--- src/rtl/pc_fetch_ctrl_pkg.sv ---
// Shared definitions for the instruction-fetch sequencer: state encodings
// and the default reset fetch address.
package pc_fetch_ctrl_pkg;

  typedef enum logic [1:0] {
    FS_BOOT  = 2'd0,
    FS_FETCH = 2'd1,
    FS_HOLD  = 2'd2,
    FS_DRAIN = 2'd3
  } fetch_state_e;

  localparam logic [31:0] RESET_PC_DEFAULT = 32'h0000_0000;

endpackage

--- src/rtl/pc_fetch_ctrl_if.sv ---
// Fetch-side bus: instruction memory req/ack, ID valid/ready buffer and the
// branch/jump redirect coming back from ID.
interface pc_fetch_ctrl_if;

  logic        imem_req;
  logic [31:0] imem_addr;
  logic        imem_ack;
  logic [31:0] imem_rdata;
  logic [31:0] inst;
  logic [31:0] inst_pc4;
  logic        inst_valid;
  logic        id_ready;
  logic        redirect;
  logic [31:0] redirect_pc;

  modport master (
    output imem_req, imem_addr, inst, inst_pc4, inst_valid,
    input  imem_ack, imem_rdata, id_ready, redirect, redirect_pc
  );

  modport slave (
    input  imem_req, imem_addr, inst, inst_pc4, inst_valid,
    output imem_ack, imem_rdata, id_ready, redirect, redirect_pc
  );

endinterface

--- src/rtl/pc_fetch_ctrl.sv ---
// Instruction-fetch sequencer and PC register. Increments come from the
// external pc_increment adder via pc4; this block performs no addition.
module pc_fetch_ctrl
  import pc_fetch_ctrl_pkg::*;
#(
  parameter logic [31:0] RESET_PC = RESET_PC_DEFAULT
) (
  input  logic            clk,
  input  logic            clr,
  output logic [31:0]     pc,
  input  logic [31:0]     pc4,
  pc_fetch_ctrl_if.master fif
);

  fetch_state_e state, state_n;
  logic [31:0]  pc_n, pend_pc, pend_pc_n;
  logic [31:0]  inst_r, inst_n, inst_pc4_r, inst_pc4_n;
  logic         valid_r, valid_n;
  logic         req, ack;

  // An ack is only meaningful while a request is outstanding.
  assign req = (state == FS_FETCH) || (state == FS_DRAIN) ||
               ((state == FS_HOLD) && fif.id_ready);
  assign ack = req && fif.imem_ack;

  assign fif.imem_req   = req;
  assign fif.imem_addr  = pc;
  assign fif.inst       = inst_r;
  assign fif.inst_pc4   = inst_pc4_r;
  assign fif.inst_valid = valid_r;

  always_comb begin
    state_n    = state;
    pc_n       = pc;
    pend_pc_n  = pend_pc;
    inst_n     = inst_r;
    inst_pc4_n = inst_pc4_r;
    valid_n    = valid_r;

    case (state)
      FS_BOOT: begin
        state_n = FS_FETCH;
        if (fif.redirect) pc_n = fif.redirect_pc;
      end

      FS_FETCH: begin
        if (fif.redirect) begin
          // Without an ack the address must stay stable, so park the target.
          if (ack) begin
            pc_n = fif.redirect_pc;
          end else begin
            pend_pc_n = fif.redirect_pc;
            state_n   = FS_DRAIN;
          end
        end else if (ack) begin
          inst_n     = fif.imem_rdata;
          inst_pc4_n = pc4;
          valid_n    = 1'b1;
          pc_n       = pc4;
          state_n    = FS_HOLD;
        end
      end

      FS_HOLD: begin
        if (fif.redirect) begin
          pc_n    = fif.redirect_pc;
          state_n = FS_FETCH;
        end else if (fif.id_ready) begin
          if (ack) begin
            inst_n     = fif.imem_rdata;
            inst_pc4_n = pc4;
            pc_n       = pc4;
          end else begin
            valid_n = 1'b0;
            state_n = FS_FETCH;
          end
        end
      end

      FS_DRAIN: begin
        if (fif.redirect) begin
          if (ack) begin
            pc_n    = fif.redirect_pc;
            state_n = FS_FETCH;
          end else begin
            pend_pc_n = fif.redirect_pc;
          end
        end else if (ack) begin
          pc_n    = pend_pc;
          state_n = FS_FETCH;
        end
      end

      default: state_n = FS_BOOT;
    endcase

    // The buffered instruction is always wrong-path once ID redirects.
    if (fif.redirect) valid_n = 1'b0;
  end

  always_ff @(posedge clk) begin
    if (clr) begin
      state      <= FS_BOOT;
      pc         <= RESET_PC;
      pend_pc    <= 32'h0;
      inst_r     <= 32'h0;
      inst_pc4_r <= 32'h0;
      valid_r    <= 1'b0;
    end else begin
      state      <= state_n;
      pc         <= pc_n;
      pend_pc    <= pend_pc_n;
      inst_r     <= inst_n;
      inst_pc4_r <= inst_pc4_n;
      valid_r    <= valid_n;
    end
  end

endmodule

--- src/flat_wrapper.sv ---
// flat-port wrapper written by rule: the top's interface ports become plain ports
module pc_fetch_ctrl_flat import pc_fetch_ctrl_pkg::*;
#(
  parameter logic [31:0] RESET_PC = RESET_PC_DEFAULT
)
  (clk, clr, pc, pc4, fif_imem_req, fif_imem_addr, fif_inst, fif_inst_pc4, fif_inst_valid, fif_imem_ack, fif_imem_rdata, fif_id_ready, fif_redirect, fif_redirect_pc);
  pc_fetch_ctrl_if fif_i ();
  input  logic clk;
  input  logic clr;
  output logic [31:0] pc;
  input  logic [31:0] pc4;
  output wire logic [$bits(fif_i.imem_req)-1:0] fif_imem_req;
  output wire logic [$bits(fif_i.imem_addr)-1:0] fif_imem_addr;
  output wire logic [$bits(fif_i.inst)-1:0] fif_inst;
  output wire logic [$bits(fif_i.inst_pc4)-1:0] fif_inst_pc4;
  output wire logic [$bits(fif_i.inst_valid)-1:0] fif_inst_valid;
  input wire logic [$bits(fif_i.imem_ack)-1:0] fif_imem_ack;
  input wire logic [$bits(fif_i.imem_rdata)-1:0] fif_imem_rdata;
  input wire logic [$bits(fif_i.id_ready)-1:0] fif_id_ready;
  input wire logic [$bits(fif_i.redirect)-1:0] fif_redirect;
  input wire logic [$bits(fif_i.redirect_pc)-1:0] fif_redirect_pc;
  assign fif_imem_req = fif_i.imem_req;
  assign fif_imem_addr = fif_i.imem_addr;
  assign fif_inst = fif_i.inst;
  assign fif_inst_pc4 = fif_i.inst_pc4;
  assign fif_inst_valid = fif_i.inst_valid;
  assign fif_i.imem_ack = fif_imem_ack;
  assign fif_i.imem_rdata = fif_imem_rdata;
  assign fif_i.id_ready = fif_id_ready;
  assign fif_i.redirect = fif_redirect;
  assign fif_i.redirect_pc = fif_redirect_pc;
  pc_fetch_ctrl #(.RESET_PC(RESET_PC)) u_core (.clk(clk), .clr(clr), .pc(pc), .pc4(pc4), .fif(fif_i));
endmodule
--- config.mk ---
export PLATFORM = sky130hd
export DESIGN_NAME = pc_fetch_ctrl_flat
export DESIGN_NICKNAME = d
export VERILOG_FILES = /design/src/rtl/pc_fetch_ctrl_pkg.sv /design/src/rtl/pc_fetch_ctrl_if.sv /design/src/rtl/pc_fetch_ctrl.sv /design/src/flat_wrapper.sv
export SDC_FILE = /design/constraint.sdc
export NUM_CORES = 1
export LEC_CHECK = 0
export BUFFER_PORTS_ARGS = -buffer_cell sky130_fd_sc_hd__buf_4
export CORE_MARGIN = 5
export CORE_UTILIZATION = 51
export CTS_BUF_LIST = sky130_fd_sc_hd__clkbuf_8
export DETAILED_ROUTE_END_ITERATION = 8
export GPL_ROUTABILITY_DRIVEN = 1
export PLACE_DENSITY = 0.83
export SLEW_MARGIN = 20
export SYNTH_ARGS = -nofsm -noshare
export SYNTH_HDL_FRONTEND = slang
export SYNTH_SLANG_ARGS = --single-unit
--- constraint.sdc ---
create_clock -name clk -period 1.8 [get_ports clk]
set_input_delay 0.36 -clock clk [delete_from_list [all_inputs] [get_ports clk]]
set_output_delay 0.36 -clock clk [all_outputs]
set_load 0.01 [all_outputs]
==> results.py, run 1 <==
metrics = {
    "worst_setup_path": {
        "cp_num_buf_inv": 2,
        "cp-start-kind": "flip-flop",
        "cp_max_fo": 7,
        "reg2reg_depth": 5,
        "path_cells": "a21oi_2 > inv_1 > buf_4",
        "slowest_stage": "dfxtp_2",
        "arrival_ns": 1.29,
        "crit_family": "flip-flops",
        "cp.depth": 3,
        "r2r_slack_ns": 0.16,
        "critPathCaptureType": "output port",
        "path_class": "reg -> out",
        "slowest_delay_ns": 0.37,
        "reg2reg_to": "u_core.fif.imem_addr[2]$_SDFFE_PP0P_",
        "r2r-start": "u_core.state[1]$_SDFFE_PP0P_",
        "cp.required_ns": 1.44,
    },
    "hold_path": {
        "hold_depth": 3,
        "hp-start": "fif_imem_rdata[18]",
        "hp-class": "in -> reg",
        "min_to": "u_core.fif.inst[18]$_SDFFE_PP0P_",
    },
    "floorplan": {
        "initial_core_util": 0.5220,
        "die-area_um2": 14610,
        "fp.coreArea_um2": 12010,
        "ios": 231,
        "die_w_um": 120.9,
        "rows": 40,
        "die_h_um": 120.9,
    },
    "sta": {
        "finalHoldViolCount": 0,
        "post-route-period-util": 0.9172,
        "max_freq_ghz": 0.6057,
        "tns_ns": 0,
        "finalCriticalPeriod_ns": 1.651,
        "setup_viol": 0,
        "slew-limit-headroom": 0.6568,
        "slew_violations": 0,
        "rsz0062_at_grt": "false",
        "tightest_slew_ns": 0.5148,
        "clock_skew_ns": 0.006987,
    },
    "power_and_ir_drop": {
        "p_seq_frac": 0.440,
        "pwr-share-comb": 0.192,
        "pwr-share-clk": 0.369,
        "p_leak_nw": 3.694,
        "p_sw_frac": 0.2669,
        "intPower_mw": 5.331,
        "power_density_nw_per_um2": 863.9,
        "power_switching_mw": 1.941,
        "vdd_drop_max_uv": 586.7,
    },
    "logic_synthesis": {
        "syn_area_um2": 6270,
        "seq_area_frac_synth": 0.4183,
        "synthMuxAreaShare": 0.07304,
        "synth_cell_types": 33,
        "syn_inst": 776,
        "synth_top_family_by_area": "compound AO/OA/AOI/OAI gates",
        "synth-simple-area-share": 0.2053,
        "synth_fa_ha_area_frac": 0,
        "synth_compound_area_frac": 0.2079,
        "synth_xor_area_frac": 0,
        "yosysWarnings": 0,
        "ys_ff_latch": 131,
        "syn_nets": 877,
        "avgSynthCellArea_um2": 8.080,
    },
    "final_layout": {
        "drive_gt1_frac": 0.3467,
        "diodes": 0,
        "final_area_um2": 8417,
        "layout.cells.non_filler": 1122,
        "syn2layout_area_growth_pct": 34.24,
        "fin_util": 0.7007,
        "nNetsFinal": 1063,
        "fill_cells": 1000,
    },
    "outcome": {
        "status": "complete, no violations",
    },
    "clock_tree": {
        "clock_latency_ns": 0.44,
        "cts_tree": "yes",
        "cts-root-buf": "clkbuf_8",
        "clk_path_buf_depth": 2,
        "postCtsSetupBuffers": 0,
        "cts_max_level": 4,
        "clkSlewWorstSetupHoldPaths_ns": 0.07,
        "cts_sinks": 131,
        "cts_made_buffers": 17,
    },
    "route": {
        "drc": 0,
        "postRouteAntennaNets": 0,
        "viasPerCell": 5.565,
        "wl_um": 18520,
        "num_vias": 6244,
        "drt_iter0_drc": 548,
        "dr.pass1.iters": 8,
        "routedWlPerCell_um": 16.51,
    },
    "grt": {
        "grt_overflow": 0,
        "grt_pass1_wl_um": 29220,
        "grt_antenna_before_repair": 0,
        "grt_usage": 0.2461,
        "grt_max_degree": 44,
        "grt_pass1_vias": 5914,
    },
    "place": {
        "dp_cells": 1090,
        "place_congestion": 0.8090,
        "dp_hpwl_um": 13310,
        "post_dp_cell_area_um2": 7989,
        "portBuffers": 230,
    },
    "flow_run": {
        "maxCapViolCount": 0,
    },
}
-- cell families after synthesis --
kind of cell	count (synthesis)
and+or+nand+nor	305
AOI/OAI and AO/OA	207
DFF	131
buffers and inverters	102
muxes	31
-- cell usage after synthesis (all sizes together) --
library cell,count,area share
nand2,195,0.12
dfxtp,131,0.42
a21oi,102,0.084
buf,67,0.074
nor2,64,0.038
o21ai,37,0.030
clkbuf,33,0.020
a211oi,31,0.037
a222oi,31,0.049
mux2,31,0.073
nor2b,26,0.026
and2b,8,0.0096
nand2b,6,0.0072
a31oi,2,0.0020
inv,2,0.0012
nand3b,2,0.0030
a2111oi,1,0.0014
a21o,1,0.0012
a2bb2oi,1,0.0014
a311oi,1,0.0014
and2,1,0.0010
and3,1,0.0010
and3b,1,0.0014
nor3b,1,0.0012
-- worst max-delay path by stage --
stage                                       from                                    end  slack, ns
floorplan                           fif_redirect  u_core.fif.imem_addr[10]$_SDFFE_PP0P_       0.19
global placement                    fif_redirect  u_core.fif.imem_addr[15]$_SDFFE_PP0P_       0.08
detailed placement                  fif_redirect  u_core.fif.imem_addr[15]$_SDFFE_PP0P_       0.03
CTS                 u_core.state[1]$_SDFFE_PP0P_                           fif_imem_req       0.11
global route        u_core.state[0]$_SDFFE_PP0P_                           fif_imem_req       0.04
finish              u_core.state[0]$_SDFFE_PP0P_                           fif_imem_req       0.15
-- per-layer routing --
metal  wire length (µm)  up-vias  part of all wire  GRT usage
met2               9287      299              0.50     0.4262
li1                   -     3005                 -          -
met4                226        0             0.012    0.08428
met3               1815       19             0.098    0.07086
met1               7194     2921              0.39     0.2909
met5                  0        -                 0          0
-- per-stage QoR --
stage / hold slack, ns / setup WS, ns / total power, mW
global placement: 0.4415 / 0.08238 / 4.617
CTS: 0.1330 / 0.1103 / 7.310
detailed placement: 0.4471 / 0.03039 / 4.649
finish: 0.1567 / 0.1491 / 7.272
global route: 0.1362 / 0.04162 / 7.593
floorplan: 0.4312 / 0.1945 / 4.041
-- worst reg2reg max path: cells and delay by family, from the launching register on --
kind | cells | cell delay (ns)
compound gates | 2 | 0.44
mux | 1 | 0.33
buf+inv | 1 | 0.28
simple gates | 1 | 0.10
flops | 1 | 0.35
-- sequential cells by signal (all words and copies together), names as in the netlist --
signal	flops
u_core.pend_pc	32
u_core.fif.inst_valid	1
u_core.fif.inst	32
u_core.state	2
u_core.fif.imem_addr	32
u_core.fif.inst_pc4	32
-- power by group through the flow --
stage / logic (mW) / clock network [mW] / registers [mW]
after global routing: 1.51 / 2.87 / 3.22
after CTS: 1.40 / 2.72 / 3.19
after detailed placement: 1.39 / 0 / 3.26
final: 1.39 / 2.68 / 3.20
after floorplan: 0.764 / 0 / 3.28
after global placement: 1.37 / 0 / 3.25
-- layout make-up --
| class | count | area (µm²) | share of cell area |
|---|---|---|---|
| repair buffers | 267 | 2117 | 0.2515 |
| clock inverters | 13 | 165.2 | 0.01962 |
| clock buffers | 19 | 261.5 | 0.03107 |
| multi-input cells | 543 | 3057 | 0.3632 |
| well taps | 147 | 183.9 | 0.02185 |
| flip-flops and latches | 131 | 2625 | 0.3119 |
| inverters | 2 | 7.507 | 0.0008919 |
-- cells in the final DEF, fill, tap and decap left out, types with 6 or more instances in the layout --
master | Yosys | final
a211oi_1 | 31 | 31
a21oi_1 | 100 | 100
a222oi_1 | 31 | 31
and2b_1 | 8 | 8
buf_12 | 0 | 9
buf_4 | 40 | 258
clkbuf_8 | 0 | 19
clkinv_2 | 0 | 6
dfxtp_1 | 131 | 129
mux2_4 | 29 | 29
nand2_1 | 195 | 195
nor2_1 | 64 | 64
nor2b_1 | 26 | 26
o21ai_0 | 34 | 34
-- timing repair --
item | in CTS | in global routing
hold buffers | 0 | 0
setup endpoints to repair | 0 | 1
resized for setup | 0 | 1
Note: power is estimated with default switching activity, not from simulation.
==> run 2: changes to the inputs <==
--- a/config.mk
+++ b/config.mk
@@ -12,6 +12,7 @@
 export DETAILED_ROUTE_END_ITERATION = 8
 export GPL_ROUTABILITY_DRIVEN = 1
 export PLACE_DENSITY = 0.83
+export SETUP_SLACK_MARGIN = 0.15
 export SLEW_MARGIN = 20
 export SYNTH_ARGS = -nofsm -noshare
 export SYNTH_HDL_FRONTEND = slang
==> results.py, run 2 (synthesized netlist as in run 1, its figures left out) <==
metrics = {
    "outcome": {
        "status": "complete, no violations",
    },
    "sta": {
        "tns_ns": 0,
        "setup_viol": 0,
        "post-route-period-util": 0.8898,
        "slew_violations": 0,
        "finalCriticalPeriod_ns": 1.602,
        "finalHoldViolCount": 0,
        "clock_skew_ns": 0.005687,
        "tightest_slew_ns": 0.5174,
        "slew-limit-headroom": 0.6551,
        "rsz0062_at_grt": "true",
        "max_freq_ghz": 0.6244,
    },
    "place": {
        "dp_cells": 1090,
        "portBuffers": 230,
        "dp_hpwl_um": 13310,
        "place_congestion": 0.8090,
    },
    "grt": {
        "grt_usage": 0.2503,
        "grt_max_degree": 44,
        "grt_antenna_before_repair": 0,
        "grt_pass1_wl_um": 29660,
        "grt_overflow": 0,
        "grt_pass1_vias": 5972,
    },
    "route": {
        "dr_wl_met3_um": 1873,
        "num_vias": 6187,
        "drt_iter0_drc": 634,
        "wl_met1_um": 7360,
        "viasPerCell": 5.504,
        "dr.max_layer_used": "met4",
        "wl_um": 18750,
        "drc": 0,
        "postRouteAntennaNets": 0,
        "routedWlPerCell_um": 16.68,
        "wl_met2_um": 9327,
        "dr.pass1.iters": 5,
    },
    "power_and_ir_drop": {
        "power_density_nw_per_um2": 859.6,
        "p_leak_nw": 3.723,
        "vdd_drop_max_uv": 582.6,
    },
    "floorplan": {
        "die-area_um2": 14610,
        "die_h_um": 120.9,
        "die_w_um": 120.9,
        "initial_core_util": 0.5220,
        "ios": 231,
        "rows": 40,
        "fp.coreArea_um2": 12010,
    },
    "worst_setup_path": {
        "cp-start-kind": "flip-flop",
        "path_class": "reg -> reg",
        "startpoint": "u_core.state[1]$_SDFFE_PP0P_",
        "slowest_delay_ns": 0.35,
        "critPathCaptureType": "flip-flop",
        "path_cells": "nand2b_2 > buf_8 > mux2_4 > a222oi_1 > a211oi_2",
        "cp.required_ns": 2.12,
        "slowest_stage": "dfxtp_2",
        "cp_max_fo": 13,
        "reg2reg_to": "u_core.fif.imem_addr[2]$_SDFFE_PP0P_",
        "r2r_slack_ns": 0.20,
        "arrival_ns": 1.92,
        "reg2reg_depth": 5,
        "r2r-start": "u_core.state[1]$_SDFFE_PP0P_",
    },
    "final_layout": {
        "nNetsFinal": 1065,
        "drive_gt1_frac": 0.3521,
        "fill_cells": 978,
        "layout.cells.non_filler": 1124,
        "final_cell_mix": "buf_4, nand2_1, dfxtp_1",
        "diodes": 0,
        "syn2layout_area_growth_pct": 35.42,
        "final_common_cell": "buf_4",
    },
    "hold_path": {
        "hold_depth": 3,
        "hp-class": "in -> reg",
        "min_to": "u_core.fif.inst[21]$_SDFFE_PP0P_",
        "hp-start": "fif_imem_rdata[21]",
    },
    "clock_tree": {
        "cts_max_level": 4,
        "cts_sinks": 131,
        "cts-root-buf": "clkbuf_8",
        "clock_latency_ns": 0.45,
        "cts_made_buffers": 17,
        "cts_tree": "yes",
        "clk_path_buf_depth": 2,
        "cts_hold_buffers": 0,
        "clkSlewWorstSetupHoldPaths_ns": 0.08,
    },
    "flow_run": {
        "maxCapViolCount": 0,
    },
}
-- run 2: changes by cell type in the layout (fill, tap and decap cells not counted), moves of 2 or more --
cell	previous run	this run
buf_4	258	255
a211oi_1	31	29
buf_6	0	3
a211oi_2	0	2
-- run 2: how the worst max path moves through the flow --
stage,end,slack [ns]
4_1_cts,u_core.fif.imem_addr[2]$_SDFFE_PP0P_,0.18
5_1_grt,u_core.fif.imem_addr[2]$_SDFFE_PP0P_,0.11
3_5_place_dp,u_core.fif.imem_addr[15]$_SDFFE_PP0P_,0.03
2_1_floorplan,u_core.fif.imem_addr[10]$_SDFFE_PP0P_,0.19
3_3_place_gp,u_core.fif.imem_addr[15]$_SDFFE_PP0P_,0.08
6_report,u_core.fif.imem_addr[2]$_SDFFE_PP0P_,0.20
-- run 2: worst max-delay path, delay by kind of cell, from the launching register on --
family | cells | cell delay, ns
AOI/OAI and AO/OA | 2 | 0.48
muxes | 1 | 0.31
buffers and inverters | 1 | 0.20
and+or+nand+nor | 1 | 0.12
DFF | 1 | 0.35
-- run 2: power by group --
group	internal, mW	switching [mW]
clock network	1.56	1.13
logic	0.742	0.676
registers	3.05	0.148
-- run 2: cell type report --
type                    instances  area (µm²)  share of cell area
clock buffers                  19       261.5             0.03080
clock inverters                13       165.2             0.01945
inverters                       2       7.507           0.0008842
multi-input cells             543        3069              0.3615
flip-flops and latches        131        2628              0.3095
well taps                     147       183.9             0.02166
repair buffers                269        2176              0.2563
-- run 2: stage by stage --
stage	util	total power [mW]	hold slack [ns]	cell area, µm²	setup slack, ns
floorplan	-	4.041	0.4312	6270	0.1945
global placement	0.6651	4.617	0.4415	7989	0.08238
detailed placement	0.6651	4.649	0.4471	7989	0.03039
CTS	0.7041	7.322	0.1330	8457	0.1763
global route	0.7069	7.620	0.1362	8491	0.1091
finish	0.7069	7.299	0.1501	8491	0.1983
-- run 2: per-layer routing --
metal / vias up / track usage
li1: 3010 / -
met1: 2876 / 0.2951
met2: 285 / 0.4363
met3: 16 / 0.07133
met4: 0 / 0.08286
met5: - / 0
-- run 2: timing repair --
item,in CTS,in global routing
pin swaps,2,2
setup endpoints to repair,2,23
resized for setup,1,10
buffers inserted,1,0
cloned,1,0
